## src/rtl/med_pkg.sv

```systemverilog
// med_pkg: shared types and constants for the medication scheduler.
package med_pkg;

  // Scheduler FSM states; SNOOZE is only reachable in MED_SNOOZE_EN builds.
  typedef enum logic [1:0] {
    IDLE   = 2'd0,
    ALARM  = 2'd1,
    SNOOZE = 2'd2
  } med_state_e;

  // Snoozes allowed per dose; the next snooze request counts as a miss.
  localparam int SNOOZE_MAX = 3;

  // Log entry layout at the default geometry (TIME_W=8, N_SLOTS=16).
  localparam int MED_TIME_W = 8;
  localparam int MED_SLOT_W = 4;

  typedef struct packed {
    logic [MED_TIME_W-1:0] due_time;
    logic [MED_SLOT_W-1:0] idx;
    logic                  taken;
  } med_log_t;

  // Width of a packed log entry {due_time, idx, taken}.
  function automatic int log_width(input int time_w, input int slot_w);
    return time_w + slot_w + 1;
  endfunction

endpackage

```

## src/rtl/med_log_fifo.sv

```systemverilog
// med_log_fifo: first-word-fall-through FIFO. A write into a full FIFO
// without a read drops the oldest entry and sets a sticky overflow flag.
module med_log_fifo
#(
  parameter int  WIDTH = 13,
  parameter int  DEPTH = 16,
  localparam int PTR_W = (DEPTH > 1) ? $clog2(DEPTH) : 1
) (
  input  logic             clk,
  input  logic             rst_n,
  input  logic             wr_en,
  input  logic [WIDTH-1:0] wr_data,
  input  logic             rd_en,
  input  logic             clr_ovf,
  output logic [WIDTH-1:0] rd_data,
  output logic             empty,
  output logic             full,
  output logic             ovf
);

  logic [WIDTH-1:0] mem_q [DEPTH];
  logic [WIDTH-1:0] mem_d [DEPTH];
  logic [PTR_W-1:0] wr_ptr_q, wr_ptr_d;
  logic [PTR_W-1:0] rd_ptr_q, rd_ptr_d;
  logic [PTR_W:0]   cnt_q, cnt_d;
  logic             ovf_q, ovf_d;
  logic             full_s, do_rd_s, drop_s;

  // Next-state for storage, pointers, occupancy and the overflow flag.
  always_comb begin
    mem_d    = mem_q;
    wr_ptr_d = wr_ptr_q;
    rd_ptr_d = rd_ptr_q;
    cnt_d    = cnt_q;
    full_s   = (cnt_q == (PTR_W+1)'(DEPTH));
    do_rd_s  = rd_en && (cnt_q != {(PTR_W+1){1'b0}});
    drop_s   = wr_en && full_s && !do_rd_s;

    if (wr_en) begin
      mem_d[wr_ptr_q] = wr_data;
      wr_ptr_d        = wr_ptr_q + PTR_W'(1);
    end else begin
      wr_ptr_d = wr_ptr_q;
    end

    // A pop and an overwrite both retire the head entry.
    if (do_rd_s || drop_s) begin
      rd_ptr_d = rd_ptr_q + PTR_W'(1);
    end else begin
      rd_ptr_d = rd_ptr_q;
    end

    case ({wr_en, do_rd_s})
      2'b10: begin
        if (full_s) begin
          cnt_d = cnt_q;
        end else begin
          cnt_d = cnt_q + (PTR_W+1)'(1);
        end
      end
      2'b01:   cnt_d = cnt_q - (PTR_W+1)'(1);
      default: cnt_d = cnt_q;
    endcase

    if (clr_ovf) begin
      ovf_d = 1'b0;
    end else if (drop_s) begin
      ovf_d = 1'b1;
    end else begin
      ovf_d = ovf_q;
    end
  end

  // FIFO state registers.
  always_ff @(posedge clk or negedge rst_n) begin
    if (!rst_n) begin
      for (int i = 0; i < DEPTH; i++) begin
        mem_q[i] <= {WIDTH{1'b0}};
      end
      wr_ptr_q <= {PTR_W{1'b0}};
      rd_ptr_q <= {PTR_W{1'b0}};
      cnt_q    <= {(PTR_W+1){1'b0}};
      ovf_q    <= 1'b0;
    end else begin
      mem_q    <= mem_d;
      wr_ptr_q <= wr_ptr_d;
      rd_ptr_q <= rd_ptr_d;
      cnt_q    <= cnt_d;
      ovf_q    <= ovf_d;
    end
  end

  assign rd_data = mem_q[rd_ptr_q];
  assign empty   = (cnt_q == {(PTR_W+1){1'b0}});
  assign full    = (cnt_q == (PTR_W+1)'(DEPTH));
  assign ovf     = ovf_q;

endmodule

```

## src/rtl/med_sched_ctrl.sv

```systemverilog
// med_sched_ctrl: medication scheduler with programmable dose slots, a
// wrapping day clock, an ack/timeout alarm and a taken/missed event log.
// Optional feature macro: MED_SNOOZE_EN (adds the SNOOZE state).
module med_sched_ctrl
  import med_pkg::*;
#(
  parameter int  N_SLOTS      = 16,
  parameter int  TIME_W       = 8,
  parameter int  TICK_DIV     = 1,
  parameter int  LOG_DEPTH    = 16,
  parameter int  ACK_TIMEOUT  = 32,
  parameter int  SNOOZE_TICKS = 8,
  localparam int SLOT_W       = $clog2(N_SLOTS)
) (
  input  logic              clk,
  input  logic              rst_n,
  input  logic              prog_valid,
  output logic              prog_ready,
  input  logic [TIME_W-1:0] prog_time,
  input  logic              clear,
  input  logic              ack,
  input  logic              snooze,
  output logic              alarm,
  output logic [SLOT_W-1:0] alarm_idx,
  output logic              missed,
  output logic [TIME_W-1:0] now,
  output logic [SLOT_W:0]   slot_count,
  input  logic              log_rd,
  output logic              log_empty,
  output logic              log_full,
  output logic              log_ovf,
  output logic [TIME_W-1:0] log_time,
  output logic [SLOT_W-1:0] log_idx,
  output logic              log_taken
);

  localparam int DIV_W = (TICK_DIV > 1) ? $clog2(TICK_DIV) : 1;
  localparam int TMO_W = $clog2(ACK_TIMEOUT + 1);
  localparam int LOG_W = log_width(TIME_W, SLOT_W);

  typedef struct packed {
    logic [TIME_W-1:0] due_time;
    logic [SLOT_W-1:0] idx;
    logic              taken;
  } log_entry_t;

  logic [DIV_W-1:0]   div_q, div_d;
  logic               tick_s;
  logic [TIME_W-1:0]  now_q, now_d;
  logic               ack_prev_q, ack_edge_s;
  logic [TIME_W-1:0]  slot_time_q [N_SLOTS];
  logic [TIME_W-1:0]  slot_time_d [N_SLOTS];
  logic [N_SLOTS-1:0] slot_valid_q, slot_valid_d;
  logic [SLOT_W:0]    slot_count_q, slot_count_d;
  logic               prog_ready_s;
  logic [N_SLOTS-1:0] match_s, pick_mask_s, pending_q, pending_d;
  logic [SLOT_W-1:0]  pick_idx_s;
  med_state_e         state_q, state_d;
  logic               alarm_q, alarm_d, missed_q, missed_d;
  logic [SLOT_W-1:0]  alarm_idx_q, alarm_idx_d;
  logic [TIME_W-1:0]  due_q, due_d;
  logic [TMO_W-1:0]   tmo_q, tmo_d;
  logic               log_wr_s, log_taken_s;
  log_entry_t         log_wr_data_s, log_head_s;
  logic [LOG_W-1:0]   log_rd_data_s;

`ifdef MED_SNOOZE_EN
  localparam int SNZ_W = $clog2(SNOOZE_TICKS + 1);
  logic [1:0]       snz_cnt_q, snz_cnt_d;
  logic [SNZ_W-1:0] snz_tick_q, snz_tick_d;
`else
  logic [32:0] unused_snooze_s;
  assign unused_snooze_s = {snooze, 32'(SNOOZE_TICKS)};
`endif

  assign ack_edge_s   = ack & ~ack_prev_q;
  assign prog_ready_s = (slot_count_q < (SLOT_W+1)'(N_SLOTS));

  // Prescaler and day clock; the match logic sees the pre-increment time.
  always_comb begin
    tick_s = (div_q == DIV_W'(TICK_DIV - 1));
    if (tick_s) begin
      div_d = {DIV_W{1'b0}};
      now_d = now_q + TIME_W'(1);
    end else begin
      div_d = div_q + DIV_W'(1);
      now_d = now_q;
    end
  end

  // Slot table writes; clear outranks a simultaneous program request.
  always_comb begin
    slot_time_d  = slot_time_q;
    slot_valid_d = slot_valid_q;
    slot_count_d = slot_count_q;
    if (clear) begin
      slot_valid_d = {N_SLOTS{1'b0}};
      slot_count_d = {(SLOT_W+1){1'b0}};
    end else if (prog_valid && prog_ready_s) begin
      slot_time_d[slot_count_q[SLOT_W-1:0]]  = prog_time;
      slot_valid_d[slot_count_q[SLOT_W-1:0]] = 1'b1;
      slot_count_d = slot_count_q + (SLOT_W+1)'(1);
    end else begin
      slot_count_d = slot_count_q;
    end
  end

  // Tick matches per slot, and the lowest pending slot with its one-hot mask.
  always_comb begin
    pick_idx_s = {SLOT_W{1'b0}};
    for (int i = N_SLOTS - 1; i >= 0; i--) begin
      pick_idx_s = pending_q[i] ? SLOT_W'(i) : pick_idx_s;
    end
    for (int i = 0; i < N_SLOTS; i++) begin
      pick_mask_s[i] = (SLOT_W'(i) == pick_idx_s);
      match_s[i]     = tick_s && slot_valid_q[i] && (slot_time_q[i] == now_q);
    end
  end

  // Alarm FSM next state: pick a dose, then resolve it by ack, timeout or snooze.
  always_comb begin
    state_d     = state_q;
    alarm_d     = alarm_q;
    alarm_idx_d = alarm_idx_q;
    due_d       = due_q;
    tmo_d       = tmo_q;
    missed_d    = 1'b0;
    pending_d   = pending_q | match_s;
    log_wr_s    = 1'b0;
    log_taken_s = 1'b0;
`ifdef MED_SNOOZE_EN
    snz_cnt_d   = snz_cnt_q;
    snz_tick_d  = snz_tick_q;
`endif
    if (clear) begin
      state_d   = IDLE;
      alarm_d   = 1'b0;
      pending_d = {N_SLOTS{1'b0}};
      tmo_d     = {TMO_W{1'b0}};
    end else begin
      case (state_q)
        IDLE: begin
          if (pending_q != {N_SLOTS{1'b0}}) begin
            pending_d   = (pending_q & ~pick_mask_s) | match_s;
            state_d     = ALARM;
            alarm_d     = 1'b1;
            alarm_idx_d = pick_idx_s;
            due_d       = slot_time_q[pick_idx_s];
            tmo_d       = {TMO_W{1'b0}};
`ifdef MED_SNOOZE_EN
            snz_cnt_d   = 2'd0;
`endif
          end else begin
            state_d = IDLE;
          end
        end
        ALARM: begin
          if (ack_edge_s) begin
            log_wr_s    = 1'b1;
            log_taken_s = 1'b1;
            alarm_d     = 1'b0;
            state_d     = IDLE;
          end else if (tick_s && (tmo_q == TMO_W'(ACK_TIMEOUT - 1))) begin
            log_wr_s = 1'b1;
            missed_d = 1'b1;
            alarm_d  = 1'b0;
            state_d  = IDLE;
`ifdef MED_SNOOZE_EN
          end else if (snooze && (snz_cnt_q == 2'(SNOOZE_MAX))) begin
            log_wr_s = 1'b1;
            missed_d = 1'b1;
            alarm_d  = 1'b0;
            state_d  = IDLE;
          end else if (snooze) begin
            snz_cnt_d  = snz_cnt_q + 2'd1;
            snz_tick_d = {SNZ_W{1'b0}};
            alarm_d    = 1'b0;
            state_d    = SNOOZE;
`endif
          end else if (tick_s) begin
            tmo_d = tmo_q + TMO_W'(1);
          end else begin
            tmo_d = tmo_q;
          end
        end
`ifdef MED_SNOOZE_EN
        SNOOZE: begin
          if (ack_edge_s) begin
            log_wr_s    = 1'b1;
            log_taken_s = 1'b1;
            state_d     = IDLE;
          end else if (tick_s && (snz_tick_q == SNZ_W'(SNOOZE_TICKS - 1))) begin
            state_d = ALARM;
            alarm_d = 1'b1;
            tmo_d   = {TMO_W{1'b0}};
          end else if (tick_s) begin
            snz_tick_d = snz_tick_q + SNZ_W'(1);
          end else begin
            snz_tick_d = snz_tick_q;
          end
        end
`endif
        default: begin
          state_d = IDLE;
          alarm_d = 1'b0;
        end
      endcase
    end
  end

  // Day clock, prescaler, ack history and slot table registers.
  always_ff @(posedge clk or negedge rst_n) begin
    if (!rst_n) begin
      div_q        <= {DIV_W{1'b0}};
      now_q        <= {TIME_W{1'b0}};
      ack_prev_q   <= 1'b0;
      slot_valid_q <= {N_SLOTS{1'b0}};
      slot_count_q <= {(SLOT_W+1){1'b0}};
      for (int i = 0; i < N_SLOTS; i++) begin
        slot_time_q[i] <= {TIME_W{1'b0}};
      end
    end else begin
      div_q        <= div_d;
      now_q        <= now_d;
      ack_prev_q   <= ack;
      slot_valid_q <= slot_valid_d;
      slot_count_q <= slot_count_d;
      slot_time_q  <= slot_time_d;
    end
  end

  // Alarm FSM registers, including the registered alarm/missed outputs.
  always_ff @(posedge clk or negedge rst_n) begin
    if (!rst_n) begin
      state_q     <= IDLE;
      alarm_q     <= 1'b0;
      alarm_idx_q <= {SLOT_W{1'b0}};
      due_q       <= {TIME_W{1'b0}};
      tmo_q       <= {TMO_W{1'b0}};
      missed_q    <= 1'b0;
      pending_q   <= {N_SLOTS{1'b0}};
`ifdef MED_SNOOZE_EN
      snz_cnt_q   <= 2'd0;
      snz_tick_q  <= {SNZ_W{1'b0}};
`endif
    end else begin
      state_q     <= state_d;
      alarm_q     <= alarm_d;
      alarm_idx_q <= alarm_idx_d;
      due_q       <= due_d;
      tmo_q       <= tmo_d;
      missed_q    <= missed_d;
      pending_q   <= pending_d;
`ifdef MED_SNOOZE_EN
      snz_cnt_q   <= snz_cnt_d;
      snz_tick_q  <= snz_tick_d;
`endif
    end
  end

  assign log_wr_data_s = {due_q, alarm_idx_q, log_taken_s};
  assign log_head_s    = log_rd_data_s;

  med_log_fifo #(
    .WIDTH (LOG_W),
    .DEPTH (LOG_DEPTH)
  ) u_log (
    .clk     (clk),
    .rst_n   (rst_n),
    .wr_en   (log_wr_s),
    .wr_data (log_wr_data_s),
    .rd_en   (log_rd),
    .clr_ovf (clear),
    .rd_data (log_rd_data_s),
    .empty   (log_empty),
    .full    (log_full),
    .ovf     (log_ovf)
  );

  assign prog_ready = prog_ready_s;
  assign alarm      = alarm_q;
  assign alarm_idx  = alarm_idx_q;
  assign missed     = missed_q;
  assign now        = now_q;
  assign slot_count = slot_count_q;
  assign log_time   = log_head_s.due_time;
  assign log_idx    = log_head_s.idx;
  assign log_taken  = log_head_s.taken;

endmodule

```

## config.mk

```make
export PLATFORM = sky130hd
export DESIGN_NAME = med_sched_ctrl
export DESIGN_NICKNAME = d
export VERILOG_FILES = /design/src/rtl/med_pkg.sv /design/src/rtl/med_log_fifo.sv /design/src/rtl/med_sched_ctrl.sv
export SDC_FILE = /design/constraint.sdc
export NUM_CORES = 1
export LEC_CHECK = 0
export BUFFER_PORTS_ARGS = -buffer_cell sky130_fd_sc_hd__clkbuf_2
export CORE_ASPECT_RATIO = 0.8
export CORE_MARGIN = 2
export CORE_UTILIZATION = 60
export DETAILED_ROUTE_END_ITERATION = 8
export PLACE_DENSITY_LB_ADDON = 0.3
export SYNTH_ARGS = -nofsm -noshare
export SYNTH_HDL_FRONTEND = slang
export SYNTH_SLANG_ARGS = --single-unit
```

## constraint.sdc

```tcl
create_clock -name clk -period 7.6 [get_ports clk]
set_input_delay 0.38 -clock clk [delete_from_list [all_inputs] [get_ports clk]]
set_output_delay 0.38 -clock clk [all_outputs]
set_load 0.02 [all_outputs]
```

==> run_results.csv, run 1 <==
group,metric,value,unit
global_route,grt_usage,0.303,
routing,ant_nets,0,
clock_tree,cts_sinks,417,
routing,drc,0,
power_and_ir_drop,pwr-share-seq,0.481,
power_and_ir_drop,combPwrFrac,0.133,
min_path,hold_path_depth,2,
sta,period_share,0.470,
finish,n_fill_cell,2416,
routing,wire_per_inst,25.3,um
yosys,synth_edf_count,0,
sta,finalSetupTns,0,ns
die,dieHeight,169,um
sta,hold_violations,0,
power_and_ir_drop,peakVddDrop,0.203,mV
die,dieArea,35600,um^2
finish,drive_gt1_frac,0.348,
power_and_ir_drop,p_leak,10.9,nW
yosys,synthCells,1590,
yosys,ys.warnings.count,0,
global_route,antenna_found_initial,0,
sta,fin_crit,3.57,ns
setup_path,reg2reg_to,"due_q[2]$_DFFE_PN0P_",
finish,multi_input_area,9480,um^2
power_and_ir_drop,internal-power,3.88,mW
yosys,async_reset_ff_frac,1.00,
sta,setup_viol,0,
placed_design,port_buffers,49,
clock_tree,tritoncts,"built",
clock_tree,ctsHoldBuffers,2,
yosys,synth_cell_types,55,
setup_path,r2r_setup_slack,4.29,ns
clock_tree,clock_latency,0.56,ns
die,core_area,33600,um^2
global_route,grt_max_degree,126,
sta,finalMaxSlewViolations,0,
setup_path,arrival,3.19,ns
global_route,grt_overflow,0,
sta,clock-skew-final,0.0272,ns
setup_path,crit_fanout,43,
yosys,synthesis.area,20400,um^2
yosys,ys_seq_elements,417,
setup_path,reg2reg_from,"pending_q[14]$_DFF_PN0_",
placed_design,gp_congestion,0.920,
routing,postRouteWirelength,52100,um
setup_path,worst_setup_path_start_kind,"register",
clock_tree,cts_root_buffer,"clkbuf_16",
clock_tree,cts_buffers,42,
clock_tree,cts_resized,0,
setup_path,end_kind,"output pin",
global_route,grt_pass1_wl,81200,um
setup_path,crit_type,"reg2out",
min_path,hold_path.class,"in2reg",
yosys,synthFlopType,"dfrtp_1",
power_and_ir_drop,power_frac_clock,0.386,
sta,tightest_slew,1.30,ns
clock_tree,clk_pin_slew,0.06,ns
die,die_width,210,um
finish,fin_nets,1627,
yosys,yosysSeqAreaShare,0.510,
sta,rsz0062_at_grt,"false",
routing,vias,13300,
die,rows,60,
routing,drt_iter0_drc,1318,
die,initial_core_util,0.608,
setup_path,required,7.22,ns
status,outcome,"complete, no violations",
setup_path,reg2regPathDepth,8,
yosys,synth_fp_nets,1620,
clock_tree,cts_setup_buffers,0,
min_path,holdCritStartpoint,"log_rd",
power_and_ir_drop,power,5.37,mW
job,maxCapViolCount,0,
routing,avgViaCountPerCell,6.44,
yosys,syn_avg_cell_area,12.9,um^2
sta,relSlewSlack,0.133,
placed_design,dp_hpwl,32900,um
finish,regArea,10400,um^2
clock_tree,cts_htree_levels,2,
power_and_ir_drop,switching_power,1.49,mW
finish,area_growth,9.67,%
power_and_ir_drop,powerDensity,239,nW/um^2
global_route,grt_pass1_vias,13500,
die,ios,51,
clock_tree,cts_buffer_depth,3,
routing,firstDrtPassIters,5,
finish,antenna_cells,0,
min_path,hold_end,"u_log.ovf$_DFFE_PN0P_",
power_and_ir_drop,switching_share,0.278,
sta,fmax,280,MHz
## metal layers
metal / track usage / share of wire
met5: 0 / 0
met4: 0.0658 / 0.015
met3: 0.0781 / 0.090
met2: 0.447 / 0.45
met1: 0.457 / 0.45
## final cells by class
cell class	instances	share of cell area
clock buffer	61	0.0554
timing repair buffer	77	0.0215
inverter	28	0.00469
clock inverter	13	0.00608
sequential	417	0.466
tap	434	0.0242
multi-input combinational	1031	0.423
## state kept, by name, summed over array words and instances, names as in the netlist
signal          count
u_log.mem_q       208
slot_time_q       128
pending_q          16
slot_valid_q       16
due_q               8
now                 8
tmo_q               6
slot_count          5
u_log.cnt_q         5
alarm_idx           4
u_log.rd_ptr_q      4
u_log.wr_ptr_q      4
ack_prev_q          1
alarm               1
missed              1
state_q             1
u_log.ovf           1
## worst max path at each step
stage / from / to / slack, ns / cells past startpoint
2_1_floorplan: tmo_q[0]$_DFFE_PN0P_ / u_log.cnt_q[4]$_DFFE_PN0P_ / 4.79 / 15
3_3_place_gp: clear / u_log.mem_q[23]$_DFFE_PN0P_ / 4.15 / 8
3_5_place_dp: clear / u_log.mem_q[19]$_DFFE_PN0P_ / 4.05 / 8
4_1_cts: u_log.rd_ptr_q[0]$_DFFE_PN0P_ / log_time[2] / 3.94 / 4
5_1_grt: u_log.rd_ptr_q[0]$_DFFE_PN0P_ / log_time[2] / 3.78 / 4
6_report: u_log.rd_ptr_q[0]$_DFFE_PN0P_ / log_time[2] / 4.03 / 4
## metrics by stage
stage	util	area [um^2]	instances	hold slack, ns	setup slack, ns
final	0.667	22400	2061	0.0583	4.03
after global routing	0.667	22400	2061	0.0547	3.78
after CTS	0.667	22400	2061	0.0401	3.94
after detailed placement	0.625	21000	1985	0.450	4.05
after global placement	0.625	21000	1985	0.436	4.15
after floorplan	-	20400	1590	0.0844	4.79
## kinds of logic after synthesis
family	after synthesis	share of synthesized area
muxes	420	0.267
DFF	417	0.510
and+or+nand+nor	279	0.0696
AOI/OAI and AO/OA	167	0.0526
xor gates and xnor gates	150	0.0642
buffers and inverters	142	0.0272
adders and majority gates	15	0.00954
## cell usage in the layout (no fill, tap or decap), types with 11 or more instances in the layout
master,count
nor2_1,52
nor4_1,25
clkbuf_2,48
nand2_1,76
inv_1,28
buf_4,25
xor2_1,118
mux2_2,346
clkbuf_16,42
xnor2_1,32
a21oi_1,34
nand4_1,27
nor3_1,18
clkbuf_8,12
and3_1,11
o21ai_0,60
dfrtp_1,415
mux4_2,65
ha_1,14
a31oi_1,12
nand3_1,27
## cells in the mapped netlist (all sizes together), types with 2 or more instances
library cell,instances,area [um^2]
nor2,52,195
or3,6,42.5
o2111ai,7,61.3
ha,14,175
a22oi,2,15.0
nor4,26,169
nand4,27,169
nand4b,8,70.1
a31oi,12,75.1
a211oi,3,22.5
nand2b,2,12.5
o31a,2,17.5
and3,11,68.8
nor3,18,90.1
a221oi,8,76.3
nand3b,4,30.0
nand2,76,285
inv,28,105
xnor2,32,280
xor2,118,1030
o21a,2,15.0
or4,10,78.8
mux2i,9,90.1
a32oi,5,43.8
dfrtp,417,10400
o21ai,60,300
clkbuf,96,360
mux2,346,3900
or2,4,25.0
a41oi,3,26.3
o211ai,2,15.0
a2bb2oi,7,61.3
o221ai,2,17.5
o221a,2,31.3
a21oi,34,170
a21o,7,52.6
nor2b,6,37.5
nand3,27,135
o31ai,5,37.5
mux4,65,1460
buf,18,90.1
## worst max-delay path: stages, from the launching register on
cell	delay [ns]
dfrtp_4	0.58
buf_4	0.72
mux4_2	0.60
mux4_2	0.52
clkbuf_2	0.19
## power groups by stage
| stage | sequential, mW | combinational, mW | clock, mW |
|---|---|---|---|
| after floorplan | 2.48 | 0.596 | 0 |
| after global placement | 2.61 | 0.706 | 0 |
| after detailed placement | 2.62 | 0.718 | 0 |
| after CTS | 2.58 | 0.722 | 2.10 |
| after global routing | 2.61 | 0.785 | 2.20 |
| final | 2.58 | 0.713 | 2.07 |
No activity file was read; power rests on OpenSTA's default activity.
==> run 2, diff against run 1 <==
--- a/config.mk
+++ b/config.mk
@@ -8,7 +8,7 @@
 export BUFFER_PORTS_ARGS = -buffer_cell sky130_fd_sc_hd__clkbuf_2
 export CORE_ASPECT_RATIO = 0.8
 export CORE_MARGIN = 2
-export CORE_UTILIZATION = 60
+export CORE_UTILIZATION = 57
 export DETAILED_ROUTE_END_ITERATION = 8
 export PLACE_DENSITY_LB_ADDON = 0.3
 export SYNTH_ARGS = -nofsm -noshare
==> constraint.sdc (replaced) <==
create_clock -name clk -period 3.1 [get_ports clk]
set_input_delay 0.155 -clock clk [delete_from_list [all_inputs] [get_ports clk]]
set_output_delay 0.155 -clock clk [all_outputs]
set_load 0.02 [all_outputs]
==> run_results.csv, run 2 (synthesized netlist as in run 1, its figures left out) <==
group,metric,value,unit
status,outcome,"complete, no violations",
setup_path,arrival,2.71,ns
setup_path,r2r_setup_slack,0.25,ns
global_route,antenna_found_initial,1,
routing,drc,0,
routing,wire_per_inst,24.7,um
finish,n_fill_cell,2645,
setup_path,reg2reg_from,"pending_q[2]$_DFF_PN0_",
power_and_ir_drop,powerDensity,586,nW/um^2
finish,antenna_cells,0,
sta,tightest_slew,1.02,ns
job,maxCapViolCount,0,
finish,final_common_cell,"dfrtp_1",
die,core_area,35600,um^2
power_and_ir_drop,power,13.4,mW
sta,rsz0062_at_grt,"false",
setup_path,crit_type,"reg2out",
setup_path,crit_top_cell,"mux4_2",
routing,postRouteWirelength,53200,um
clock_tree,clock_latency,0.56,ns
min_path,hold_path_depth,4,
die,dieArea,37400,um^2
setup_path,worst_setup_path_start_kind,"register",
placed_design,dp_hpwl,35000,um
finish,area_growth,12.2,%
placed_design,place_inst,2069,
die,rows,62,
global_route,grt_usage,0.289,
sta,finalMaxSlewViolations,0,
finish,fin_nets,1668,
finish,fin_cells,2151,
power_and_ir_drop,switching_power,3.78,mW
clock_tree,tritoncts,"built",
setup_path,reg2regPathDepth,8,
setup_path,required,2.94,ns
routing,ant_nets,0,
clock_tree,cts_sinks,417,
sta,relSlewSlack,0.320,
global_route,grt_max_degree,100,
min_path,hold_path.class,"in2reg",
setup_path,cpPeakStageDelay,0.65,ns
min_path,holdCritStartpoint,"clear",
power_and_ir_drop,p_leak,11.1,nW
routing,avgViaCountPerCell,6.32,
sta,period_share,0.924,
finish,largest_register_ffs,208,
finish,postLayoutCoreUtil,0.644,
placed_design,pre_cts_slack,0.236,ns
setup_path,cp_slowest_cell,"dfrtp_4",
die,ios,51,
routing,vias,13600,
power_and_ir_drop,combPwrFrac,0.134,
power_and_ir_drop,peakVddDrop,0.474,mV
setup_path,end_kind,"output pin",
clock_tree,clk_pin_slew,0.06,ns
global_route,grt_overflow,0,
setup_path,crit_fanout,13,
power_and_ir_drop,power_frac_clock,0.387,
clock_tree,cts_buffers,43,
finish,reg_top3,"u_log.mem_q x208, slot_time_q x128",
clock_tree,cts_root_buffer,"clkbuf_16",
placed_design,port_buffers,49,
finish,regMostFlops,"u_log.mem_q",
die,die_width,216,um
sta,hold_violations,0,
sta,clock-skew-final,0.0232,ns
finish,drive_gt1_frac,0.364,
sta,finalSetupTns,0,ns
min_path,hold_end,"missed$_DFF_PN0_",
clock_tree,cts_htree_levels,2,
setup_path,reg2reg_to,"due_q[3]$_DFFE_PN0P_",
clock_tree,cts_buffer_depth,3,
global_route,grt_pass1_vias,13900,
sta,layout_setup_ws,0.236,ns
setup_path,crit_family,"multiplexers",
power_and_ir_drop,pwr-share-seq,0.479,
setup_path,worst-path-buf-inv,2,
power_and_ir_drop,internal-power,9.67,mW
finish,final_cell_mix,"dfrtp_1 (415), mux2_2 (346), xor2_1 (118), nand2_1 (76), mux4_2 (65)",
die,initial_core_util,0.574,
setup_path,path_cells,"buf_4 > mux4_2 > mux4_2 > clkbuf_2",
sta,setup_viol,0,
routing,firstDrtPassIters,5,
sta,fmax,349,MHz
power_and_ir_drop,switching_share,0.281,
die,dieHeight,173,um
global_route,grt_pass1_wl,82500,um
sta,fin_crit,2.86,ns
placed_design,gp_congestion,0.943,
routing,drt_iter0_drc,1258,
-- run 2: worst max path at each step --
stage                                              from                    endpoint  slack (ns)  cells after the start
after floorplan                    tmo_q[0]$_DFFE_PN0P_  u_log.cnt_q[4]$_DFFE_PN0P_        0.29                     15
after global placement          pending_q[14]$_DFF_PN0_        due_q[5]$_DFFE_PN0P_        0.29                      8
after detailed placement        pending_q[14]$_DFF_PN0_        due_q[5]$_DFFE_PN0P_        0.24                      8
after CTS                 u_log.rd_ptr_q[0]$_DFFE_PN0P_                 log_time[1]        0.03                      4
after global routing         u_log.cnt_q[1]$_DFFE_PN0P_  u_log.cnt_q[4]$_DFFE_PN0P_         0.1                     12
final                     u_log.rd_ptr_q[0]$_DFFE_PN0P_                 log_time[1]        0.24                      4
-- run 2: metal layers --
metal | share of wire | up-vias | wire, um | global-route usage
li1 | - | 5878 | - | -
met1 | 0.44 | 7012 | 23400 | 0.435
met2 | 0.43 | 597 | 22800 | 0.414
met3 | 0.11 | 108 | 5680 | 0.0819
met4 | 0.025 | 0 | 1350 | 0.0756
met5 | 0 | - | 0 | 0
-- run 2: final cells by class --
class,count,area (um^2),share of cell area
Tap cell,480,601,0.0262
Inverter,28,105,0.00458
Clock buffer,65,1290,0.0562
Clock inverter,13,133,0.00578
Sequential cell,417,10400,0.455
Timing Repair Buffer,117,886,0.0386
Multi-Input combinational cell,1031,9480,0.413
-- run 2: what timing repair did --
item,4_1_cts,5_1_grt
setup endpoints to repair,0,8
resized for setup,0,3
hold buffers,3,0
endpoints found under the hold margin,77,0
buffers inserted,0,1
-- run 2: power by group through the flow --
stage | sequential, mW | clock, mW | combinational [mW]
finish | 6.44 | 5.21 | 1.80
global route | 6.50 | 5.53 | 1.98
CTS | 6.46 | 5.29 | 1.74
detailed placement | 6.56 | 0 | 1.73
global placement | 6.54 | 0 | 1.69
floorplan | 6.08 | 0 | 1.46
-- run 2: metrics by stage --
stage	hold slack [ns]	area, um^2
final	0.0646	22900
after global placement	0.134	21500
after floorplan	-0.141	20400
after CTS	0.0528	22900
after detailed placement	0.135	21500
after global routing	0.0793	22900
-- run 2: worst min-delay path, cell delays in order --
cell	delay (ns)
clkbuf_2	0.14
inv_1	0.07
nand2_1	0.12
nor3_1	0.08
